--- config.mk ---
export PLATFORM = sky130hd
export DESIGN_NAME = nvcm_read_sequencer_flat
export DESIGN_NICKNAME = d
export VERILOG_FILES = /design/src/rtl/nvcm_seq_pkg.sv /design/src/rtl/nvcm_read_sequencer_if.sv /design/src/rtl/nvcm_addr_gen.sv /design/src/rtl/nvcm_read_sequencer.sv /design/src/flat_wrapper.sv
export SDC_FILE = /design/constraint.sdc
export NUM_CORES = 1
export LEC_CHECK = 0
export CELL_PAD_IN_SITES_DETAIL_PLACEMENT = 1
export CELL_PAD_IN_SITES_GLOBAL_PLACEMENT = 1
export CORE_ASPECT_RATIO = 2
export CORE_MARGIN = 5
export CORE_UTILIZATION = 38
export DETAILED_ROUTE_END_ITERATION = 8
export PLACE_DENSITY_LB_ADDON = 0.1
export RECOVER_POWER = 25
export SETUP_SLACK_MARGIN = 0.3
export SLEW_MARGIN = 0
export SYNTH_ARGS = -nofsm -noshare
export SYNTH_HDL_FRONTEND = slang
export SYNTH_SLANG_ARGS = --single-unit
--- constraint.sdc ---
create_clock -name clk -period 4.3 [get_ports clk]
set_clock_uncertainty 0.2 [all_clocks]
set_input_delay 0.645 -clock clk [delete_from_list [all_inputs] [get_ports clk]]
set_output_delay 0.645 -clock clk [all_outputs]
set_load 0.02 [all_outputs]
--- src/rtl/nvcm_seq_pkg.sv ---
// Shared types and default geometry/timing for the NVCM read sequencer.
// The defaults describe the 1F array and its read timing.
package nvcm_seq_pkg;

    typedef enum logic [2:0] {
        IDLE   = 3'd0,
        EN     = 3'd1,
        PUMP   = 3'd2,
        ADDR   = 3'd3,
        READ   = 3'd4,
        SAMPLE = 3'd5,
        OUT    = 3'd6,
        DISCH  = 3'd7
    } seq_state_t;

    localparam int DEF_ROW_W  = 9;
    localparam int DEF_COL_W  = 12;
    localparam int DEF_DATA_W = 9;
    localparam int DEF_LEN_W  = 16;

    localparam int unsigned DEF_MAX_ROW = 32'd303;
    localparam int unsigned DEF_MAX_COL = 32'd1023;

    localparam int DEF_T_EN   = 8;
    localparam int DEF_T_PUMP = 32;
    localparam int DEF_T_RD   = 4;

    // The discharge phase has a fixed length, independent of the array timing.
    localparam int DISCH_CYCLES = 2;

    function automatic int max3(input int a, input int b, input int c);
        int m;
        m = (a > b) ? a : b;
        return (m > c) ? m : c;
    endfunction

endpackage

--- src/rtl/nvcm_read_sequencer_if.sv ---
// Request channel (load control -> sequencer) and word stream (sequencer -> bitstream consumer).
interface nvcm_read_sequencer_if
    import nvcm_seq_pkg::*;
#(
    parameter int ROW_W  = DEF_ROW_W,
    parameter int COL_W  = DEF_COL_W,
    parameter int DATA_W = DEF_DATA_W,
    parameter int LEN_W  = DEF_LEN_W
);
    logic              req_valid;
    logic              req_ready;
    logic [ROW_W-1:0]  req_row;
    logic [COL_W-1:0]  req_col;
    logic [LEN_W-1:0]  req_len;
    logic [DATA_W-1:0] dout_data;
    logic              dout_valid;
    logic              dout_ready;

    modport master (
        output req_valid, req_row, req_col, req_len, dout_ready,
        input  req_ready, dout_data, dout_valid
    );

    modport slave (
        input  req_valid, req_row, req_col, req_len, dout_ready,
        output req_ready, dout_data, dout_valid
    );
endinterface

--- src/rtl/nvcm_addr_gen.sv ---
// Loadable row/column counter. The column wraps into the next row; at_end flags
// that the next advance would run past the last row, and such an advance is refused.
module nvcm_addr_gen
    import nvcm_seq_pkg::*;
#(
    parameter int          ROW_W   = DEF_ROW_W,
    parameter int          COL_W   = DEF_COL_W,
    parameter int unsigned MAX_ROW = DEF_MAX_ROW,
    parameter int unsigned MAX_COL = DEF_MAX_COL
) (
    input  logic             clk,
    input  logic             rst,
    input  logic             load,
    input  logic [ROW_W-1:0] load_row,
    input  logic [COL_W-1:0] load_col,
    input  logic             adv,
    output logic [ROW_W-1:0] row,
    output logic [COL_W-1:0] col,
    output logic             at_end
);
    localparam logic [ROW_W-1:0] LAST_ROW = ROW_W'(MAX_ROW);
    localparam logic [COL_W-1:0] LAST_COL = COL_W'(MAX_COL);

    logic [ROW_W-1:0] row_r;
    logic [ROW_W-1:0] row_next_s;
    logic [COL_W-1:0] col_r;
    logic [COL_W-1:0] col_next_s;

    assign at_end = (row_r == LAST_ROW) && (col_r == LAST_COL);
    assign row    = row_r;
    assign col    = col_r;

    // Next address: load wins over advance.
    always_comb begin
        row_next_s = row_r;
        col_next_s = col_r;
        if (load) begin
            row_next_s = load_row;
            col_next_s = load_col;
        end else if (adv && !at_end) begin
            if (col_r == LAST_COL) begin
                col_next_s = {COL_W{1'b0}};
                row_next_s = row_r + ROW_W'(1);
            end else begin
                col_next_s = col_r + COL_W'(1);
            end
        end else begin
            row_next_s = row_r;
            col_next_s = col_r;
        end
    end

    // Address registers.
    always_ff @(posedge clk) begin
        if (rst) begin
            row_r <= {ROW_W{1'b0}};
            col_r <= {COL_W{1'b0}};
        end else begin
            row_r <= row_next_s;
            col_r <= col_next_s;
        end
    end
endmodule

--- src/rtl/nvcm_read_sequencer.sv ---
// NVCM burst read sequencer: array power-up, pump settle, per-word address/read/sample
// timing and hand-off of captured words to the bitstream consumer.
module nvcm_read_sequencer
    import nvcm_seq_pkg::*;
#(
    parameter int          ROW_W   = DEF_ROW_W,
    parameter int          COL_W   = DEF_COL_W,
    parameter int          DATA_W  = DEF_DATA_W,
    parameter int          LEN_W   = DEF_LEN_W,
    parameter int unsigned MAX_COL = DEF_MAX_COL,
    parameter int unsigned MAX_ROW = DEF_MAX_ROW,
    parameter int          T_EN    = DEF_T_EN,
    parameter int          T_PUMP  = DEF_T_PUMP,
    parameter int          T_RD    = DEF_T_RD
) (
    input  logic                  clk,
    input  logic                  rst,
    nvcm_read_sequencer_if.slave  bus,
    input  logic                  abort,
    output logic                  fsm_nvcmen,
    output logic                  fsm_pumpen,
    output logic                  fsm_rd,
    output logic                  fsm_sample,
    output logic [ROW_W-1:0]      fsm_rowadd,
    output logic [COL_W-1:0]      fsm_coladd,
    input  logic [DATA_W-1:0]     nv_dataout,
    output logic                  busy,
    output logic                  done,
    output logic                  err
);
    localparam int TMR_MAX = max3(T_EN, T_PUMP, max3(T_RD, DISCH_CYCLES, 1));
    localparam int TMR_W   = $clog2(TMR_MAX + 1);

    seq_state_t        state_r, state_next_s;
    logic [TMR_W-1:0]  timer_r, timer_next_s;
    logic [LEN_W-1:0]  len_r, len_next_s;
    logic [DATA_W-1:0] dout_data_r, dout_data_next_s;
    logic              err_r, err_next_s;
    logic              done_r, done_next_s;
    logic              dout_valid_r;
    logic              req_ready_r, busy_r;
    logic              nvcmen_r, pumpen_r, rd_r, sample_r;
    logic              load_s, adv_s, at_end_s, bad_req_s;

    nvcm_addr_gen #(
        .ROW_W   (ROW_W),
        .COL_W   (COL_W),
        .MAX_ROW (MAX_ROW),
        .MAX_COL (MAX_COL)
    ) u_addr_gen (
        .clk      (clk),
        .rst      (rst),
        .load     (load_s),
        .load_row (bus.req_row),
        .load_col (bus.req_col),
        .adv      (adv_s),
        .row      (fsm_rowadd),
        .col      (fsm_coladd),
        .at_end   (at_end_s)
    );

    assign bad_req_s = (bus.req_row > ROW_W'(MAX_ROW)) || (bus.req_col > COL_W'(MAX_COL));

    // Next-state, counters and captured data.
    always_comb begin
        state_next_s     = state_r;
        len_next_s       = len_r;
        err_next_s       = err_r;
        done_next_s      = 1'b0;
        dout_data_next_s = dout_data_r;
        load_s           = 1'b0;
        adv_s            = 1'b0;
        case (state_r)
            IDLE: begin
                if (bus.req_valid && bad_req_s) begin
                    err_next_s  = 1'b1;
                    done_next_s = 1'b1;
                end else if (bus.req_valid) begin
                    load_s       = 1'b1;
                    len_next_s   = bus.req_len;
                    err_next_s   = 1'b0;
                    state_next_s = EN;
                end else begin
                    state_next_s = IDLE;
                end
            end
            EN: begin
                if (abort)                             state_next_s = DISCH;
                else if (timer_r == TMR_W'(T_EN - 1))  state_next_s = PUMP;
                else                                   state_next_s = EN;
            end
            PUMP: begin
                if (abort)                               state_next_s = DISCH;
                else if (timer_r == TMR_W'(T_PUMP - 1))  state_next_s = ADDR;
                else                                     state_next_s = PUMP;
            end
            ADDR: begin
                state_next_s = abort ? DISCH : READ;
            end
            READ: begin
                if (abort)                             state_next_s = DISCH;
                else if (timer_r == TMR_W'(T_RD - 1))  state_next_s = SAMPLE;
                else                                   state_next_s = READ;
            end
            SAMPLE: begin
                if (abort) begin
                    state_next_s = DISCH;
                end else begin
                    dout_data_next_s = nv_dataout;
                    state_next_s     = OUT;
                end
            end
            OUT: begin
                // Abort drops the held word even if the consumer is accepting it.
                if (abort) begin
                    state_next_s = DISCH;
                end else if (bus.dout_ready && (len_r == {LEN_W{1'b0}})) begin
                    state_next_s = DISCH;
                end else if (bus.dout_ready && at_end_s) begin
                    err_next_s   = 1'b1;
                    state_next_s = DISCH;
                end else if (bus.dout_ready) begin
                    len_next_s   = len_r - LEN_W'(1);
                    adv_s        = 1'b1;
                    state_next_s = ADDR;
                end else begin
                    state_next_s = OUT;
                end
            end
            DISCH: begin
                if (timer_r == TMR_W'(DISCH_CYCLES - 1)) begin
                    state_next_s = IDLE;
                    done_next_s  = 1'b1;
                end else begin
                    state_next_s = DISCH;
                end
            end
            default: begin
                state_next_s = IDLE;
            end
        endcase
    end

    // Phase timer: restarts on every state change and only runs in timed states.
    always_comb begin
        timer_next_s = {TMR_W{1'b0}};
        if ((state_next_s == state_r) &&
            ((state_r == EN) || (state_r == PUMP) || (state_r == READ) || (state_r == DISCH))) begin
            timer_next_s = timer_r + TMR_W'(1);
        end else begin
            timer_next_s = {TMR_W{1'b0}};
        end
    end

    // State, counters and outputs; strobes are decoded from the next state so they align with it.
    always_ff @(posedge clk) begin
        if (rst) begin
            state_r      <= IDLE;
            timer_r      <= {TMR_W{1'b0}};
            len_r        <= {LEN_W{1'b0}};
            dout_data_r  <= {DATA_W{1'b0}};
            dout_valid_r <= 1'b0;
            err_r        <= 1'b0;
            done_r       <= 1'b0;
            req_ready_r  <= 1'b1;
            busy_r       <= 1'b0;
            nvcmen_r     <= 1'b0;
            pumpen_r     <= 1'b0;
            rd_r         <= 1'b0;
            sample_r     <= 1'b0;
        end else begin
            state_r      <= state_next_s;
            timer_r      <= timer_next_s;
            len_r        <= len_next_s;
            dout_data_r  <= dout_data_next_s;
            dout_valid_r <= (state_next_s == OUT);
            err_r        <= err_next_s;
            done_r       <= done_next_s;
            req_ready_r  <= (state_next_s == IDLE);
            busy_r       <= (state_next_s != IDLE);
            nvcmen_r     <= (state_next_s != IDLE);
            pumpen_r     <= (state_next_s == PUMP) || (state_next_s == ADDR) || (state_next_s == READ) ||
                            (state_next_s == SAMPLE) || (state_next_s == OUT);
            rd_r         <= (state_next_s == READ) || (state_next_s == SAMPLE);
            sample_r     <= (state_next_s == SAMPLE);
        end
    end

    assign bus.req_ready  = req_ready_r;
    assign bus.dout_data  = dout_data_r;
    assign bus.dout_valid = dout_valid_r & ~abort;
    assign fsm_nvcmen     = nvcmen_r;
    assign fsm_pumpen     = pumpen_r;
    assign fsm_rd         = rd_r;
    assign fsm_sample     = sample_r;
    assign busy           = busy_r;
    assign done           = done_r;
    assign err            = err_r;
endmodule

--- src/flat_wrapper.sv ---
// flat-port wrapper written by rule: the top's interface ports become plain ports
module nvcm_read_sequencer_flat import nvcm_seq_pkg::*;
#(
    parameter int          ROW_W   = DEF_ROW_W,
    parameter int          COL_W   = DEF_COL_W,
    parameter int          DATA_W  = DEF_DATA_W,
    parameter int          LEN_W   = DEF_LEN_W,
    parameter int unsigned MAX_COL = DEF_MAX_COL,
    parameter int unsigned MAX_ROW = DEF_MAX_ROW,
    parameter int          T_EN    = DEF_T_EN,
    parameter int          T_PUMP  = DEF_T_PUMP,
    parameter int          T_RD    = DEF_T_RD
)
  (clk, rst, abort, fsm_nvcmen, fsm_pumpen, fsm_rd, fsm_sample, fsm_rowadd, fsm_coladd, nv_dataout, busy, done, err, bus_req_valid, bus_req_row, bus_req_col, bus_req_len, bus_dout_ready, bus_req_ready, bus_dout_data, bus_dout_valid);
  nvcm_read_sequencer_if #(.ROW_W(ROW_W), .COL_W(COL_W), .DATA_W(DATA_W), .LEN_W(LEN_W)) bus_i ();
  input  logic clk;
  input  logic rst;
  input  logic abort;
  output logic fsm_nvcmen;
  output logic fsm_pumpen;
  output logic fsm_rd;
  output logic fsm_sample;
  output logic [ROW_W-1:0] fsm_rowadd;
  output logic [COL_W-1:0] fsm_coladd;
  input  logic [DATA_W-1:0] nv_dataout;
  output logic busy;
  output logic done;
  output logic err;
  input wire logic [$bits(bus_i.req_valid)-1:0] bus_req_valid;
  input wire logic [$bits(bus_i.req_row)-1:0] bus_req_row;
  input wire logic [$bits(bus_i.req_col)-1:0] bus_req_col;
  input wire logic [$bits(bus_i.req_len)-1:0] bus_req_len;
  input wire logic [$bits(bus_i.dout_ready)-1:0] bus_dout_ready;
  output wire logic [$bits(bus_i.req_ready)-1:0] bus_req_ready;
  output wire logic [$bits(bus_i.dout_data)-1:0] bus_dout_data;
  output wire logic [$bits(bus_i.dout_valid)-1:0] bus_dout_valid;
  assign bus_i.req_valid = bus_req_valid;
  assign bus_i.req_row = bus_req_row;
  assign bus_i.req_col = bus_req_col;
  assign bus_i.req_len = bus_req_len;
  assign bus_i.dout_ready = bus_dout_ready;
  assign bus_req_ready = bus_i.req_ready;
  assign bus_dout_data = bus_i.dout_data;
  assign bus_dout_valid = bus_i.dout_valid;
  nvcm_read_sequencer #(.ROW_W(ROW_W), .COL_W(COL_W), .DATA_W(DATA_W), .LEN_W(LEN_W), .MAX_COL(MAX_COL), .MAX_ROW(MAX_ROW), .T_EN(T_EN), .T_PUMP(T_PUMP), .T_RD(T_RD)) u_core (.clk(clk), .rst(rst), .bus(bus_i), .abort(abort), .fsm_nvcmen(fsm_nvcmen), .fsm_pumpen(fsm_pumpen), .fsm_rd(fsm_rd), .fsm_sample(fsm_sample), .fsm_rowadd(fsm_rowadd), .fsm_coladd(fsm_coladd), .nv_dataout(nv_dataout), .busy(busy), .done(done), .err(err));
endmodule
==> results by group <==
Status
  • Run status: complete, no violations

Synth
  • Synth Area in Compound Gates: 24.8%
  • Synthesized area: 3560 um2
  • Yosys cell types: between 60 and 70
  • Synth Area in Adders: about 2.1%
  • Yosys top cell by area: dfxtp_1
  • Syn Area/Cell: approximately 7.8 um2
  • Most used DFF post-synth: dfxtp_1
  • Syn_nets: slightly above 500
  • Synth top area share: between 30% and 40%
  • Syn Inst Count: 459
  • Register area share after synthesis: between 30% and 40%
  • #FFs+latches synth: 63
  • Largest family of logic cells by synthesized area: simple AND/OR/NAND/NOR gates
  • Mux share of post-synthesis cell area: 0.281%
  • Simple-gate share of the synthesized area: 29.7%
  • Number of synthesized flops with an enable pin: 0
  • Synth warn: 0
  • Async S/R FF share, synth: 0%
  • Area contributors post-synth: dfxtp_1 (35%), nand2_1 (6.2%), a21oi_1 (6.0%)
  • Synth Area in XOR/XNOR: 3.20%

Clock tree
  • Latest clock arrival within the worst-skew pair: 0.33 ns
  • Clock Pin Slew Worst Setup and Hold Paths: 0.05 ns
  • Hold_buf cts: 0
  • CTS tree: done
  • Setup repair bufs after CTS: 0
  • Total CTS buffers: 9
  • Post_cts resized: 0
  • Clock Path Buffers: 2
  • CTS H-tree lvls: 3
  • Clk root buf: clkbuf_16
  • Clk sinks: 63

Layout
  • Register area: 1260 um2
  • Layout Nets: 590
  • Area growth syn-to-layout: 32.9%
  • Multi-input logic area: 2140 um2
  • Filler cells: 1137
  • Layout cells sized above 1: 5.97%
  • N_diodes: 0

Global route
  • GR Overflow Total: 0
  • Vias in the first global route: 3890
  • Total Routing Usage GR: 20.4%
  • First-pass GRT wire length: around 19000 um
  • Pin count of the biggest net entering global routing: 41
  • Antenna violations before repair: 0

Power
  • P_leak: 1.72 nW
  • Pwr Density: approximately 420 nW/um2
  • VDD IR max: ~0.00020 V

Placement
  • DP Worst Slack: 0.970 ns
  • GPL Wtd Cong: 0.822
  • Half-perimeter wire length after placement: 8400 um
  • Port Buffers: between 80 and 90

Worst setup path
  • Critical path endpoint category: flop
  • Worst reg2reg setup slack: 1.21 ns
  • Critical path class: primary input to flop
  • CP startpoint kind: primary input
  • FF-to-FF path depth: 7
  • Arrival @ worst endpoint: 3.14 ns
  • CP required: 4.32 ns
  • CP max FO: 31

Worst hold path
  • Hold depth: 2
  • Worst min-delay path category: flop to flop

Route
  • Routed WL: 11400 um
  • Vias per std cell: 5.70
  • Post-route DRC violation count: 0
  • ANT nets after route: 0
  • 1st-pass router iterations: 4
  • Routed length per instance: 17.7 um
  • Via Count: 3650
  • Initial drt markers: between 150 and 200

STA
  • Final hold violations: 0
  • Unrepaired setup endpoints after global routing: no
  • Final setup margin: ~1.2 ns
  • Final Critical Period: 3.12 ns
  • Setup violators final: 0
  • Final period util: 72.5%
  • Slew headroom: between 30% and 40%
  • Least-Margin Pin Slew: about 1 ns
  • Final Max Slew Viols: 0
  • Final setup TNS: 0 ns
  • Peak Freq: 0.321 GHz

Floorplanning
  • Die area: 11500 um2
  • Die X: between 70 and 80 um
  • Row Count: 50
  • Die Height: between 100 and 150 um
  • Initial core utilization: about two fifths
  • CORE AREA: 9260 um2
  • IO Count: 90

Job
  • Max-cap violations: 0
==> critical path, stage by stage <==
cell,delay [ns]
dlygate4sd3_1,0.56
a211o_1,0.32
a211o_1,0.34
or2_2,0.55
o21ai_1,0.18
buf_4,0.21
nand2_1,0.07
a32o_1,0.25
==> logic make-up after synthesis <==
| group | Yosys count |
|---|---|
| and+or+nand+nor | 206 |
| AOI/OAI and AO/OA | 133 |
| DFF | 63 |
| buffers and inverters | 37 |
| xor gates and xnor gates | 13 |
| adders and majority gates | 6 |
| muxes | 1 |
==> stage by stage <==
| stage | hold WS [ns] | instance area [um2] | utilization, % | std cells | power (W) |
|---|---|---|---|---|---|
| floorplan | 0.233 | 3560 | - | 459 | 0.00114 |
| global placement | 0.242 | 4470 | 48.2 | 626 | 0.00136 |
| detailed placement | 0.249 | 4470 | 48.2 | 626 | 0.00137 |
| CTS | 0.256 | 4730 | 51.1 | 640 | 0.00204 |
| global route | 0.276 | 4730 | 51.1 | 640 | 0.00211 |
| finish | 0.250 | 4730 | 51.1 | 640 | 0.00200 |
==> state kept, by name, indices dropped and copies added, names as in the netlist <==
name	count
u_core.done	1
u_core.u_addr_gen.col	12
u_core.busy	1
u_core.u_addr_gen.row	9
u_core.fsm_rd	1
u_core.bus.req_ready	1
u_core.dout_valid_r	1
u_core.err	1
u_core.fsm_sample	1
u_core.fsm_pumpen	1
u_core.state_r	3
u_core.timer_r	6
u_core.bus.dout_data	9
u_core.len_r	16
==> metal layers <==
layer / track usage (%) / wire, um / part of all wire (%) / up-vias
li1: - / - / - / 1803
met1: 21.6 / 4330 / 38 / 1761
met2: 39.4 / 6410 / 56 / 72
met3: 4.23 / 444 / 3.9 / 14
met4: 6.04 / 166 / 1.5 / 0
met5: 0 / 0 / 0 / -
==> cell type report <==
cell class                      count  share of cell area, %
Clock buffer                       13                   5.50
Clock inverter                      1                  0.106
Inverter                            8                  0.635
Multi-Input combinational cell    359                   45.2
Sequential cell                    63                   26.7
Tap cell                          104                   2.75
Timing Repair Buffer               92                   19.2
==> power breakdown <==
part,leakage (nW),internal (W),switching [W],total [W]
registers,0.511,0.000650,0.0000861,0.000736
logic,1.08,0.000265,0.000343,0.000608
clock network,0.132,0.000414,0.000244,0.000657
total,1.72,0.00133,0.000672,0.00200
==> cells in the final DEF, fill, tap and decap left out, types with 5 or more instances in the layout <==
cell type         n
a211oi_1         12
a21oi_1          43
a311oi_1          6
and2_1            5
and3_1            8
clkbuf_16         9
clkdlybuf4s50_1  63
dfxtp_1          63
dlygate4sd3_1    25
ha_1              6
inv_1             8
nand2_1          59
nand2b_1          7
nand3_1          12
nand4_1           5
nor2_1           53
nor2b_1           5
nor3_1           14
o21ai_0          24
o21ai_1           5
or3_1             8
xnor2_1           9
==> cell usage after synthesis (4+ instances only) <==
library cell	count
dfxtp_1	63
o21ai_1	5
nor2b_1	5
o21ai_0	24
nand2b_1	7
o22ai_1	4
and3_1	8
ha_1	6
xor2_1	4
clkbuf_1	22
or3_1	8
nor2_1	53
xnor2_1	9
nand2_1	59
a211oi_1	12
o21a_1	4
or4_1	4
a311oi_1	6
a21oi_1	43
inv_1	8
nand3_1	12
nand4_1	5
nor3_1	14
and2_1	5
==> final timing paths <==
kind,start,endpoint
worst min-delay path,u_core.bus.dout_data[2],u_core.bus.dout_data[2]
worst min register to register,u_core.bus.dout_data[2],u_core.bus.dout_data[2]
worst max register to register,u_core.state_r[1],u_core.u_addr_gen.col[5]
worst max-delay path,bus_req_row[5],u_core.len_r[14]
Note: power is estimated with default switching activity, not from simulation.
